[src/rtl/uart_tx_cfg.sv]
// Parametrised UART transmitter (start, data LSB first, optional parity, 1-2 stop bits) with valid/ready input buffering.
// Define UART_TX_FIFO_EN to replace the one-word holding register with a FIFO_DEPTH-entry circular FIFO.

module uart_tx_cfg #(
   parameter int CLK_FREQ   = 25000000,
   parameter int BAUD       = 115200,
   parameter int DATA_BITS  = 8,
   parameter int PARITY     = 0,
   parameter int STOP_BITS  = 1,
   parameter int FIFO_DEPTH = 16
) (
   input  logic                            clk_25mhz,
   input  logic                            reset,
   input  logic [DATA_BITS-1:0]            data,
   input  logic                            valid,
   output logic                            ready,
   output logic                            busy,
   output logic [$clog2(FIFO_DEPTH+1)-1:0] level,
   output logic                            tx
);

   localparam int CLKS_PER_BIT = (CLK_FREQ + BAUD / 2) / BAUD;
   localparam int CW = (CLKS_PER_BIT > 1) ? $clog2(CLKS_PER_BIT) : 1;
   localparam int BW = (DATA_BITS > 1) ? $clog2(DATA_BITS) : 1;
   localparam int LW = $clog2(FIFO_DEPTH + 1);

   if (CLKS_PER_BIT < 2) begin : g_bad_baud
      $error("uart_tx_cfg: CLKS_PER_BIT must be >= 2");
   end
   if (DATA_BITS < 5 || DATA_BITS > 9) begin : g_bad_data_bits
      $error("uart_tx_cfg: DATA_BITS must be 5..9");
   end
   if (PARITY < 0 || PARITY > 2) begin : g_bad_parity
      $error("uart_tx_cfg: PARITY must be 0, 1 or 2");
   end
   if (STOP_BITS < 1 || STOP_BITS > 2) begin : g_bad_stop_bits
      $error("uart_tx_cfg: STOP_BITS must be 1 or 2");
   end
   if (FIFO_DEPTH < 2 || (FIFO_DEPTH & (FIFO_DEPTH - 1)) != 0) begin : g_bad_depth
      $error("uart_tx_cfg: FIFO_DEPTH must be a power of 2 and >= 2");
   end

   typedef enum logic [2:0] {IDLE, START, DATA, PAR, STOP} state_t;

   state_t               state, state_d;
   logic [CW-1:0]        baud_cnt, baud_d;
   logic [BW-1:0]        bit_cnt, bit_d;
   logic [DATA_BITS-1:0] shift, shift_d;
   logic                 par_bit, par_d, tx_d;
   logic                 push, pop, buf_empty, next_full, head_par, baud_last;
   logic [DATA_BITS-1:0] head;
   logic [LW-1:0]        next_level;

   assign push      = valid && ready;
   assign baud_last = (baud_cnt == CW'(CLKS_PER_BIT - 1));
   assign head_par  = (PARITY == 1) ? ~(^head) : ^head;

`ifdef UART_TX_FIFO_EN
   localparam int AW = $clog2(FIFO_DEPTH);

   logic [DATA_BITS-1:0] mem [FIFO_DEPTH];
   logic [AW:0]          wr_ptr, rd_ptr, wr_ptr_d, rd_ptr_d;

   // Pointers carry one extra wrap bit so full and empty are distinguishable.
   assign wr_ptr_d   = wr_ptr + {{AW{1'b0}}, push};
   assign rd_ptr_d   = rd_ptr + {{AW{1'b0}}, pop};
   assign next_level = wr_ptr_d - rd_ptr_d;
   assign next_full  = (next_level == LW'(FIFO_DEPTH));
   assign level      = wr_ptr - rd_ptr;
   assign buf_empty  = (wr_ptr == rd_ptr);
   assign head       = mem[rd_ptr[AW-1:0]];

   always_ff @(posedge clk_25mhz) begin
      if (reset) begin
         wr_ptr <= '0;
         rd_ptr <= '0;
      end else begin
         wr_ptr <= wr_ptr_d;
         rd_ptr <= rd_ptr_d;
      end
   end

   always_ff @(posedge clk_25mhz) begin
      if (push && !reset) begin
         mem[wr_ptr[AW-1:0]] <= data;
      end
   end
`else
   logic [DATA_BITS-1:0] hold_data;
   logic                 hold_full;

   assign next_level = (push || (hold_full && !pop)) ? LW'(1) : '0;
   assign next_full  = (next_level != '0);
   assign level      = {{(LW-1){1'b0}}, hold_full};
   assign buf_empty  = !hold_full;
   assign head       = hold_data;

   always_ff @(posedge clk_25mhz) begin
      if (reset) begin
         hold_full <= 1'b0;
      end else if (push) begin
         hold_full <= 1'b1;
         hold_data <= data;
      end else if (pop) begin
         hold_full <= 1'b0;
      end
   end
`endif

   always_ff @(posedge clk_25mhz) begin
      if (reset) begin
         state    <= IDLE;
         baud_cnt <= '0;
         bit_cnt  <= '0;
         shift    <= '0;
         par_bit  <= 1'b0;
         tx       <= 1'b1;
         ready    <= 1'b1;
         busy     <= 1'b0;
      end else begin
         state    <= state_d;
         baud_cnt <= baud_d;
         bit_cnt  <= bit_d;
         shift    <= shift_d;
         par_bit  <= par_d;
         tx       <= tx_d;
         ready    <= !next_full;
         busy     <= (state_d != IDLE) || (next_level != '0);
      end
   end

   // tx_d is the line value for the cycle after this edge, so tx itself stays a flop.
   always_comb begin
      state_d = state;
      baud_d  = baud_cnt + CW'(1);
      bit_d   = bit_cnt;
      shift_d = shift;
      par_d   = par_bit;
      tx_d    = tx;
      pop     = 1'b0;
      case (state)
         IDLE: begin
            baud_d = '0;
            tx_d   = 1'b1;
            if (!buf_empty) begin
               pop     = 1'b1;
               shift_d = head;
               par_d   = head_par;
               state_d = START;
               tx_d    = 1'b0;
            end
         end
         START: begin
            if (baud_last) begin
               baud_d  = '0;
               bit_d   = '0;
               state_d = DATA;
               tx_d    = shift[0];
            end
         end
         DATA: begin
            if (baud_last) begin
               baud_d  = '0;
               shift_d = shift >> 1;
               if (bit_cnt == BW'(DATA_BITS - 1)) begin
                  bit_d = '0;
                  if (PARITY != 0) begin
                     state_d = PAR;
                     tx_d    = par_bit;
                  end else begin
                     state_d = STOP;
                     tx_d    = 1'b1;
                  end
               end else begin
                  bit_d = bit_cnt + BW'(1);
                  tx_d  = shift[1];
               end
            end
         end
         PAR: begin
            if (baud_last) begin
               baud_d  = '0;
               bit_d   = '0;
               state_d = STOP;
               tx_d    = 1'b1;
            end
         end
         STOP: begin
            if (baud_last) begin
               baud_d = '0;
               if (bit_cnt == BW'(STOP_BITS - 1)) begin
                  bit_d = '0;
                  // Chain straight into the next start bit when a word is waiting.
                  if (!buf_empty) begin
                     pop     = 1'b1;
                     shift_d = head;
                     par_d   = head_par;
                     state_d = START;
                     tx_d    = 1'b0;
                  end else begin
                     state_d = IDLE;
                     tx_d    = 1'b1;
                  end
               end else begin
                  bit_d = bit_cnt + BW'(1);
               end
            end
         end
         default: state_d = IDLE;
      endcase
   end

endmodule

[config.mk]
export PLATFORM = sky130hd
export DESIGN_NAME = uart_tx_cfg
export DESIGN_NICKNAME = d
export VERILOG_FILES = /design/src/rtl/uart_tx_cfg.sv
export SDC_FILE = /design/constraint.sdc
export NUM_CORES = 1
export LEC_CHECK = 0
export ABC_AREA = 1
export BUFFER_PORTS_ARGS = -buffer_cell sky130_fd_sc_hd__buf_2
export CORE_ASPECT_RATIO = 1.5
export CORE_MARGIN = 2
export CORE_UTILIZATION = 42
export CTS_BUF_LIST = sky130_fd_sc_hd__clkbuf_8
export CTS_CLUSTER_SIZE = 20
export DETAILED_ROUTE_END_ITERATION = 10
export HOLD_SLACK_MARGIN = 0.1
export PLACE_DENSITY = 0.73
export SYNTH_ARGS = -nofsm -noshare
export SYNTH_HDL_FRONTEND = slang
export SYNTH_SLANG_ARGS = --single-unit
[constraint.sdc]
create_clock -name clk_25mhz -period 1.4 [get_ports clk_25mhz]
set_input_delay 0.14 -clock clk_25mhz [delete_from_list [all_inputs] [get_ports clk_25mhz]]
set_output_delay 0.14 -clock clk_25mhz [all_outputs]
set_load 0.1 [all_outputs]
==> out/qor.yml <==
sta:
  min_period_ns: 1.51
  clock_skew_ns: 0.00760
  fin_ws_ns: -0.113
  tns_ns: -1.38
  grt_setup_unrepaired: "yes"
  finalHoldViolCount: 0
  setup_viol: 19
  fmax_mhz: 661
  min_period_over_period_pct: 108
  maxSlewViolCount: 0
critical_path:
  path_class: "reg -> reg"
  max_stage_delay_ns: 0.33
  cp_max_fo: 7
  crit_start: "baud_cnt[1]$_SDFF_PP0_"
  crit_top_cell: "nand2_4"
  critPathRequiredTime_ns: 1.57
  cp.arrival_ns: 1.68
  r2r_start: "baud_cnt[1]$_SDFF_PP0_"
  start_kind: "register"
  crit_chain: "inv_2 -> ha_4 -> nand2_4 -> nor2_4 -> nand2_4 -> buf_4 -> o211ai_4 -> buf_12 -> nor3_1"
  cp-end-kind: "register"
  worst_path_max_delay_cell: "dfxtp_2"
synth:
  synthXorXnorAreaFrac_pct: 2.00
  synth_fa_ha_area_share_pct: 3.58
  yosysTopAreaCell: "dfxtp_1"
  synth_compound_area_share_pct: 7.09
  synth_flop_cell: "dfxtp_1"
  synth.area.mux_share_pct: 0
  syn_area_um2: 1750
  synth_top_area_share_pct: 29.8
  synth_area_leaders: "dfxtp_1 (30%), edfxtp_1 (14%), nand2_1 (11%), nor2_1 (8.8%), inv_1 (4.3%)"
  synthSimpleGateAreaFrac_pct: 35.7
  yosys_warnings: 0
  ys_types: 29
  synth_top_family_by_area: "simple AND/OR/NAND/NOR gates"
  syn_area_per_cell_um2: 7.80
  ys_ff_latch: 34
  synth_edf_count: 8
  synthesis.instances: 224
  synthTopCellsByCount: "nand2_1 (52), nor2_1 (41), dfxtp_1 (26)"
  yosysMostFrequentCell: "nand2_1"
  async_reset_ff_share_pct: 0
  synth_seq_area_share_pct: 43.5
global_route:
  antenna_found_initial: 0
  grt_pass1_vias: 1534
  globalRouteOverflowTotal: 0
  grt_pass1_wl_mm: 6.91
  grt_max_degree: 12
  track_usage_pct: 18.8
power:
  leakage_nw: 1.12
  peakVddDrop_uv: 893
  p_per_area_nw_per_um2: 969
routing:
  drt-total-wl_mm: 4.46
  vias: 1633
  routed.top_layer: "met4"
  wl_per_cell_um: 13.7
  met2WireLength_mm: 2.57
  drcViolationCount: 0
  vias_per_cell: 5.01
  m1WireLength_mm: 1.57
  antenna_left: 0
  drt-initial-drc-count: 29
  drt_first_pass_iters: 4
  dr_wl_met3_um: 168
clock_network:
  cts_max_path_buffers: 2
  cts_num_sinks: 34
  cts_root_buf: "clkbuf_8"
  cts_tree: "built"
  clkTransAtPathRegs_ns: 0.07
  cts-buffers-inserted: 5
  cts.htree.levels: 2
  insertion_delay_ns: 0.29
layout:
  final_nets: 296
  area_growth_pct: 39.2
  n_antenna_cell: 0
  regArea_um2: 769
  final_core_util_pct: 61.5
  multi_input_area_um2: 1000
  n_fill_cell: 320
  drive_gt1_share_pct: 38.4
floorplanning:
  core_um2: 3960
  die_w_um: 56.7
  core.rowCount: 28
  die_area_um2: 4700
  die_h_um: 83.0
  num_io_pins: 19
  initial_utilization_pct: 44.2
placement:
  dp_hpwl_mm: 2.81
  numPortBuffers: 14
  gp_congestion: 0.854
min_path:
  worstHoldPathType: "in -> reg"
  hold_start: "valid"
run_status:
  violations: "setup timing"
  status: "complete, but fails checks"
job:
  drv_cap: 0
==> cell usage in the layout (no fill, tap or decap), drive strengths merged, types with 2 or more instances in the layout <==
master / instances
a21oi: 4
buf: 43
clkbuf: 5
conb: 4
dfxtp: 26
dlygate4sd3: 9
edfxtp: 8
ha: 5
inv: 25
nand2: 62
nand3: 11
nor2: 50
nor3: 5
o211ai: 2
o21ai: 13
xnor2: 2
xor2: 2
==> worst max-delay path, delay by kind of cell (launching register included) <==
family | cells | cell delay (ns)
simple gates | 4 | 0.33
buf+inv | 3 | 0.38
compound gates | 1 | 0.20
fa+ha+maj | 1 | 0.14
flops | 1 | 0.33
==> report_power, final <==
group | total, mW | switching (mW) | leakage (nW) | internal (mW)
Combinational | 0.402 | 0.270 | 0.775 | 0.132
Clock | 0.880 | 0.362 | 0.0570 | 0.518
Sequential | 1.08 | 0.0269 | 0.289 | 1.05
==> routing by layer <==
metal,up-vias,global-route usage [%]
li1,807,-
met2,54,35.0
met4,0,8.87
met3,15,3.89
met1,757,19.4
met5,-,0
==> cell type report <==
class | count | area share (%)
flip-flops and latches | 34 | 31.6
clock inverters | 3 | 1.54
repair buffers | 52 | 16.7
clock buffers | 5 | 2.83
multi-input cells | 163 | 41.3
inverters | 24 | 3.70
well taps | 45 | 2.31
==> path summary, 6_finish.rpt <==
| kind | end | slack, ns | cells past startpoint |
|---|---|---|---|
| setup / recovery | baud_cnt[5]$_SDFF_PP0_ | -0.11 | 9 |
| setup reg to reg | baud_cnt[5]$_SDFF_PP0_ | -0.11 | 9 |
| hold reg to reg | tx$_SDFFE_PP1P_ | 0.46 | 2 |
| hold / removal | ready$_SDFF_PP1_ | 0.28 | 4 |
==> sequential cells by signal, summed over array words and instances (netlist names) <==
signal     flops
baud_cnt       8
bit_cnt        3
busy           1
head           8
hold_full      1
ready          1
shift          8
state          3
tx             1
==> metrics by stage <==
stage               instances  total power [mW]  setup WS [ns]  hold slack [ns]  cell area [um2]
finish                    326              2.36         -0.113            0.283             2430
global route              326              2.43         -0.198            0.314             2430
CTS                       322              2.32        -0.0531            0.237             2300
detailed placement        302              1.43        -0.0980            0.318             2030
global placement          302              1.43        -0.0481            0.317             2030
floorplan                 227              1.35         0.0101            0.209             1770
==> timing repair <==
item                                    CTS  global route
endpoints found under the setup margin   15            24
gates cloned                              1             0
hold endpoints to repair                 12             0
resized for setup                        16            30
setup buffers                             2             4
hold buffers                              9             0
pin swaps                                 6            10
==> logic make-up (layout without fill, tap and decap cells) <==
family | count (synthesis) | count (layout)
simple gates | 129 | 130
flops | 34 | 34
buf+inv | 31 | 84
compound gates | 20 | 20
fa+ha+maj | 5 | 5
xor+xnor | 4 | 4
other cells | 1 | 4
Note: power is estimated with default switching activity, not from simulation.
